[config.mk]
export PLATFORM = sky130hd
export DESIGN_NAME = pll_lock_supervisor
export DESIGN_NICKNAME = d
export VERILOG_FILES = /design/src/rtl/pll_lock_supervisor.sv
export SDC_FILE = /design/constraint.sdc
export NUM_CORES = 1
export LEC_CHECK = 0
export ABC_AREA = 1
export CAP_MARGIN = 10
export CORE_ASPECT_RATIO = 1.5
export CORE_MARGIN = 4
export CORE_UTILIZATION = 40
export DETAILED_ROUTE_END_ITERATION = 8
export PLACE_DENSITY = 0.57
export SYNTH_ARGS = -nofsm -noshare
export SYNTH_HDL_FRONTEND = slang
export SYNTH_SLANG_ARGS = --single-unit
[constraint.sdc]
create_clock -name refclk -period 4.4 [get_ports refclk]
set_input_delay 0.88 -clock refclk [delete_from_list [all_inputs] [get_ports refclk]]
set_output_delay 0.88 -clock refclk [all_outputs]
set_load 0.05 [all_outputs]
[src/rtl/pll_lock_supervisor.sv]
// Purpose : PLL reset sequencing, lock qualification, staggered domain reset release, loss/timeout retry supervision.
// Latency : extlock -> lock_s is 2 cycles; every output is a flop updated from the next-state decode.
// Backpressure: none; free-running on refclk, sw_relock is a single-cycle request that is always accepted.
module pll_lock_supervisor #(
  parameter int N_DOMAINS    = 4,
  parameter int RST_HOLD     = 16,
  parameter int LOCK_STABLE  = 256,
  parameter int LOCK_TIMEOUT = 4096,
  parameter int STAGGER      = 8,
  parameter int MAX_RETRIES  = 3
) (
  input  logic                 refclk,
  input  logic                 reset,
  input  logic                 extlock,
  input  logic                 sw_relock,
  output logic                 pll_reset,
  output logic [N_DOMAINS-1:0] domain_rst,
  output logic                 locked,
  output logic                 fail,
  output logic [3:0]           retry_cnt,
  output logic [7:0]           loss_cnt,
  output logic [2:0]           state
);

  typedef enum logic [2:0] {
    S_RESET_PLL = 3'd0,
    S_WAIT_LOCK = 3'd1,
    S_RELEASE   = 3'd2,
    S_RUN       = 3'd3,
    S_FAIL      = 3'd4
  } state_t;

  // One phase timer is shared by the hold, timeout and stagger phases; size it for the longest.
  localparam int TW = $clog2(LOCK_TIMEOUT + RST_HOLD + N_DOMAINS * STAGGER + 2);
  localparam int SW = $clog2(LOCK_STABLE + 1);

  localparam logic [TW-1:0] HOLD_LAST = TW'(RST_HOLD - 1);
  localparam logic [TW-1:0] TO_LAST   = TW'(LOCK_TIMEOUT - 1);
  localparam logic [TW-1:0] REL_LAST  = TW'((N_DOMAINS - 1) * STAGGER);
  localparam logic [SW-1:0] STAB_LAST = SW'(LOCK_STABLE - 1);
  localparam logic [3:0]    RETRY_MAX = 4'(MAX_RETRIES);

  state_t                 cur, nxt;
  logic                   sync1, lock_s;
  logic [TW-1:0]          tmr, tmr_nxt;
  logic [SW-1:0]          stab, stab_nxt;
  logic [3:0]             retry_nxt;
  logic [7:0]             loss_nxt;
  logic [N_DOMAINS-1:0]   drst_nxt;

  // Two-flop synchroniser for the asynchronous PLL lock flag.
  always_ff @(posedge refclk) begin
    if (reset) begin
      sync1  <= 1'b0;
      lock_s <= 1'b0;
    end else begin
      sync1  <= extlock;
      lock_s <= sync1;
    end
  end

  // Next-state, counter and output decode; sw_relock pre-empts every state transition.
  always_comb begin
    nxt       = cur;
    tmr_nxt   = tmr + 1'b1;
    stab_nxt  = stab;
    retry_nxt = retry_cnt;
    loss_nxt  = loss_cnt;
    drst_nxt  = '1;

    if (sw_relock) begin
      nxt       = S_RESET_PLL;
      tmr_nxt   = '0;
      stab_nxt  = '0;
      retry_nxt = 4'd0;
    end else begin
      case (cur)
        S_RESET_PLL: begin
          if (tmr == HOLD_LAST) begin
            nxt      = S_WAIT_LOCK;
            tmr_nxt  = '0;
            stab_nxt = '0;
          end
        end
        S_WAIT_LOCK: begin
          // Stability is tested before timeout so a simultaneous finish releases.
          if (lock_s && (stab == STAB_LAST)) begin
            nxt     = S_RELEASE;
            tmr_nxt = '0;
          end else if (tmr == TO_LAST) begin
            retry_nxt = retry_cnt + 4'd1;
            nxt       = (retry_nxt == RETRY_MAX) ? S_FAIL : S_RESET_PLL;
            tmr_nxt   = '0;
          end else begin
            stab_nxt = lock_s ? (stab + 1'b1) : '0;
          end
        end
        S_RELEASE: begin
          if (!lock_s) begin
            nxt      = S_RESET_PLL;
            tmr_nxt  = '0;
            loss_nxt = (loss_cnt == 8'hFF) ? loss_cnt : (loss_cnt + 8'd1);
          end else if (tmr == REL_LAST) begin
            nxt       = S_RUN;
            tmr_nxt   = '0;
            retry_nxt = 4'd0;
          end
        end
        S_RUN: begin
          tmr_nxt = tmr;
          if (!lock_s) begin
            nxt      = S_RESET_PLL;
            tmr_nxt  = '0;
            loss_nxt = (loss_cnt == 8'hFF) ? loss_cnt : (loss_cnt + 8'd1);
          end
        end
        S_FAIL: begin
          tmr_nxt = tmr;
        end
        default: begin
          nxt     = S_RESET_PLL;
          tmr_nxt = '0;
        end
      endcase
    end

    // Domain k leaves reset once the release phase has run k*STAGGER cycles.
    if (nxt == S_RUN) begin
      drst_nxt = '0;
    end else if (nxt == S_RELEASE) begin
      for (int k = 0; k < N_DOMAINS; k++) begin
        drst_nxt[k] = (int'(tmr_nxt) < k * STAGGER);
      end
    end
  end

  // State, counters and registered outputs.
  always_ff @(posedge refclk) begin
    if (reset) begin
      cur        <= S_RESET_PLL;
      tmr        <= '0;
      stab       <= '0;
      retry_cnt  <= 4'd0;
      loss_cnt   <= 8'd0;
      pll_reset  <= 1'b1;
      domain_rst <= '1;
      locked     <= 1'b0;
      fail       <= 1'b0;
    end else begin
      cur        <= nxt;
      tmr        <= tmr_nxt;
      stab       <= stab_nxt;
      retry_cnt  <= retry_nxt;
      loss_cnt   <= loss_nxt;
      pll_reset  <= (nxt == S_RESET_PLL) || (nxt == S_FAIL);
      domain_rst <= drst_nxt;
      locked     <= (nxt == S_RUN);
      fail       <= (nxt == S_FAIL);
    end
  end

  assign state = cur;

endmodule

==> Word-level counts from Yosys, hierarchy flattened <==
Index checks and enable logic that the tools add are counted.
{ "op_classes": {"addsub": 4, "n_lt_le_gt_ge": 3, "n_eq_ne": 19, "muxes": 29, "n_bitwise": 3, "reduce_logical": 11} }
{ "op_table": {"columns": ["op", "n"], "rows": [
  ["two-way mux 13 bit", 7],
  ["one-hot mux 13 bit (5 select lines)", 1],
  ["two-way mux 9 bit", 4],
  ["< comparator 13 x 5 -> 1 bit, second input constant", 2],
  ["two-way mux 3 bit", 8],
  ["two-way mux 4 bit", 6],
  ["one-hot mux 9 bit (2 select lines)", 1],
  ["one-hot mux 3 bit (5 select lines)", 1],
  ["adder 13 x 1 -> 13 bit, second input constant", 1],
  ["== test 13 x 12 -> 1 bit, second input constant", 1],
  ["== test 13 x 4 -> 1 bit, second input constant", 1],
  ["== test 13 x 5 -> 1 bit, second input constant", 1],
  ["< comparator 13 x 4 -> 1 bit, second input constant", 1],
  ["== test 3 x 2 -> 1 bit, second input constant", 4],
  ["!= test 2 bit, second input constant", 6],
  ["adder 9 x 1 -> 9 bit, second input constant", 1],
  ["== test 9 x 8 -> 1 bit, second input constant", 1],
  ["adder 8 x 1 -> 8 bit, second input constant", 1],
  ["== test 8 bit, second input constant", 1],
  ["one-hot mux 4 bit (2 select lines)", 1],
  ["AND reduction 4 bit", 2],
  ["== test 3 bit, second input constant", 2],
  ["zero test 3 bit", 2],
  ["AND reduction 5 bit", 1],
  ["8 further kinds", 12]
]} }
{ "totals": {"register_bits": 46, "input_bits": 4} }

==> Depth between registers and ports, before layout <==
{ "depth": {"ltp_word": 10, "mapped_depth": 21} }

==> Least setup slack after synthesis <==
No wires, ideal clock.
{ "synth_path": {"kind": "reg2reg", "start": "register stab[0]", "end": "register domain_rst[3]", "setup_ps": 67, "arrival_ps": 2218, "slack_ps": 2116, "stages_incl_launch_ff": 20, "path_buffers": 1, "synth_period_minus_slack_ps": 2284, "path_cell_list": "dfxtp_1 -> ha_1 -> inv_1 -> nor3_1 -> inv_1 -> nor3_1 -> nand2_1 -> nor2_1 -> ha_1 -> nand2_1 -> inv_1 -> nor2_1 -> nand2_2 -> nand3_2 -> buf_6 -> o21ai_2 -> nand2_2 -> nor2_4 -> nand2_2 -> o21ai_2"} }
{ "synth_via": {"elab_chain_cells": 8} }
{ "synth_rtl": {"columns": ["item", "line_no", "source"], "rows": [
  ["start, declared", "46", "logic [SW-1:0] stab, stab_nxt;"],
  ["start signal, assigned", "152", "stab <= stab_nxt;"],
  ["== test 9 x 8 -> 1 bit *", "87", "if (lock_s && (stab == STAB_LAST)) begin"],
  ["logical AND 1 bit *", "87", null],
  ["two-way mux 13 bit or two-way mux 3 bit (tied branches)", "87", null],
  ["one-hot mux 13 bit (5 select lines) or one-hot mux 3 bit (5 select lines) (tied branches)", "77", "case (cur)"],
  ["two-way mux 13 bit or two-way mux 3 bit (tied branches)", "71", "if (sw_relock) begin"],
  ["< comparator 13 x 5 -> 1 bit or == test 3 x 2 -> 1 bit (tied branches)", "132, 130", null],
  ["two-way mux 4 bit", "130", "end else if (nxt == S_RELEASE) begin"],
  ["two-way mux 4 bit *", "128", "if (nxt == S_RUN) begin"],
  ["end signal, assigned", "156", "domain_rst <= drst_nxt;"],
  ["end, declared", "17", "output logic [N_DOMAINS-1:0] domain_rst,"]
]} }
Mark *: on every way between the ends. The rest lies on a longest branch, timed or not.
A chain may end at the register's enable or synchronous reset.

==> Worst setup path in the final report <==
Ends and elaborated chain as after synthesis.

==> key figures <==
Final layout
  • Number of diodes: 0
  • Share of post-route cells with drive strength above 1: 0.0740
  • Area Overhead vs Synth: 16.0%
  • Final nets: 402
  • Final Core Density: 0.476
  • Cell area after layout: 2900 sq um

Logic synthesis
  • Average size of a mapped cell: 6.85 sq um
  • Top cells by count, synth: nand2_1 (73), inv_1 (62), nor2_1 (54), dfxtp_1 (46), nand3_1 (18)
  • Synthesized net count: 376
  • Yosys top cell area share: 0.369
  • YS warnings: 0
  • Post-synth top area cell: dfxtp_1
  • Synth area leaders: dfxtp_1 (37%), nand2_1 (11%), inv_1 (9.3%)
  • Number of synthesized register bits: 46
  • Post-Synthesis Cells: 365
  • Seq/Total Area, Yosys: 0.369
  • Post-synth EDFFs: 0
  • Yosys cell types: 35
  • Top-count cell post-synth: nand2_1
  • Synthesized area: 2500 sq um
  • Synth async-reset ratio: 0
  • Most used DFF post-synth: dfxtp_1

Placed design
  • Port bufs: 25
  • Post-DP HPWL: 4.74 mm
  • Post-DP Area: about 2800 sq um
  • Gpl congestion: 0.859
  • Dpl ws: 1640 ps

Timing
  • Slew @ Worst Pin: 658 ps
  • Final setup margin: approximately 1700 ps
  • Min Clock Period, post-route: 2740 ps
  • Slew Limit Headroom: 0.560
  • Sum Neg Setup Slack: 0 ps
  • Max Fclk: 366 MHz
  • Final setup violation count: 0
  • Max-slew violations: 0
  • Final hold violations: 0
  • Unrepaired setup endpoints after global routing: no
  • Worst hold slack: 406 ps
  • Fin crit share: 0.622
  • Clk_skew: a little over 8 ps

Floorplan
  • Die H: about 100 um
  • Area of the core: 6090 sq um
  • Starting Density: 0.410
  • Number of rows in the core area: 35
  • Die width: between 70 and 80 um
  • Full die area: 7600 sq um
  • I/O pins: 26

CTS
  • CTS root buffer: clkbuf_8
  • Max Root-Sink Buffers: 2
  • CTS Hold Buffers Added: 0
  • CTS buffer count: 5
  • Clock-pin slew on the worst setup and hold paths: 90 ps
  • Clk sinks: 46
  • Postcts setup bufs: 0
  • CTS tree: yes
  • H-tree levels: 2
  • PostCTS Resize Cnt: 0
  • Clock Latency Late Sink: around 300 ps

Detailed routing
  • DRC: 0
  • Antenna Nets Post-Route: 0
  • Final wirelength: 5.96 mm
  • Vias: 2301
  • Via-to-Cell Ratio: 4.94
  • WL per Instance: 12.8 um
  • DR pass1 iterations: 4
  • Initial DRC Count: 95

Critical path
  • CP Cell Sequence: ha_1 > inv_1 > nor3_1 > inv_1 > nor3_1 > nand2_1 > nor2_1 > ha_1 > nand2_1 > inv_1 > nor2_1 > nand2_2 > nand3_2 > nand2_2 > nand2_1 > nand2_1 > nand2_1 > nor2_2 > nand2_2 > o21ai_2
  • Most used cell along the critical path: nand2_1
  • Crit path largest cell delay: 380 ps
  • Reg-to-reg setup timing slack: 1660 ps
  • CP max FO: 12
  • Worst EP arrival: 2980 ps
  • Kind of critical path: reg -> reg
  • Critical path required time: 4640 ps
  • Crit end category: flop
  • Worst Setup Start Kind: flop
  • Critical path's slowest cell: dfxtp_1

Flow run
  • MaxCap Viol Count: 0

Power and ir drop
  • VDD IR max: ~0.14 mV
  • Pwr dens: 241 nW/um^2
  • Static Leak: 1.16 nW

Status
  • Status: completed

Global route
  • GRT overflow: 0
  • Vias in the first global route: 2341
  • Global Route Usage Sum: 0.173
  • Global-route wire length before repair: approximately 11 mm
  • Largest net degree at the start of global routing: 17
  • Initial antenna violation count: 0

Min path
  • Hold Path Class: reg -> reg
-- layout make-up --
class	instances	area, sq um
well taps	74	92.6
flip-flops and latches	46	921
multi-input cells	249	1310
repair buffers	25	250
clock buffers	5	68.8
fillers	648	3190
clock inverters	3	21.3
inverters	64	240
-- sequential cells by signal, summed over array words and instances, names as in the netlist --
register and count:
lock_s 1, retry_cnt 4, state 3, sync1 1, pll_reset 1, locked 1, domain_rst 4, fail 1
stab 9, tmr 13, loss_cnt 8
-- routing by layer --
layer,track usage,share of wire,vias to the layer above
li1,-,-,1206
met1,0.188,0.38,1039
met2,0.315,0.55,41
met3,0.0298,0.033,15
met4,0.0739,0.036,0
met5,0,0,-
-- cell families after synthesis --
family / share of synthesized area
buf+inv: 0.109
simple gates: 0.341
fa+ha+maj: 0.0351
xor+xnor: 0.0386
flops: 0.369
compound gates: 0.108
-- critical path, delay by kind of cell, from the launching register on --
kind,cells,cell delay (ps)
and+or+nand+nor,14,1640
DFF,1,380
buffers and inverters,3,210
AOI/OAI and AO/OA,1,100
adders and majority gates,2,350
-- report_power, final --
group	switching (W)	total [W]	internal, W
clock network	0.000149	0.000261	0.000112
registers	0.00000200	0.000420	0.000418
logic	0.0000121	0.0000174	0.00000533
-- per-stage QoR --
stage               power, W  cells
floorplan           0.000440    365
global placement    0.000447    458
detailed placement  0.000447    458
CTS                 0.000708    466
global route        0.000725    466
finish              0.000698    466
-- path summary, 6_finish.rpt --
| kind | start | to | cells after the start |
|---|---|---|---|
| min reg2reg | sync1 | lock_s | 2 |
| max | stab[0] | domain_rst[3] | 20 |
| min | sync1 | lock_s | 2 |
| max reg2reg | stab[0] | domain_rst[3] | 20 |
-- layout by cell type (no fill, tap or decap), types with 5 or more instances in the layout --
master,n
inv_1,62
ha_1,7
nand3_1,18
nor2_1,54
a21oi_1,17
nand2_1,73
clkdlybuf4s50_1,25
xor2_1,10
o21ai_0,14
nor3_1,10
dfxtp_1,46
clkbuf_8,5
nand2_2,6
nand4_1,7
No activity file was read; power rests on OpenSTA's default activity.
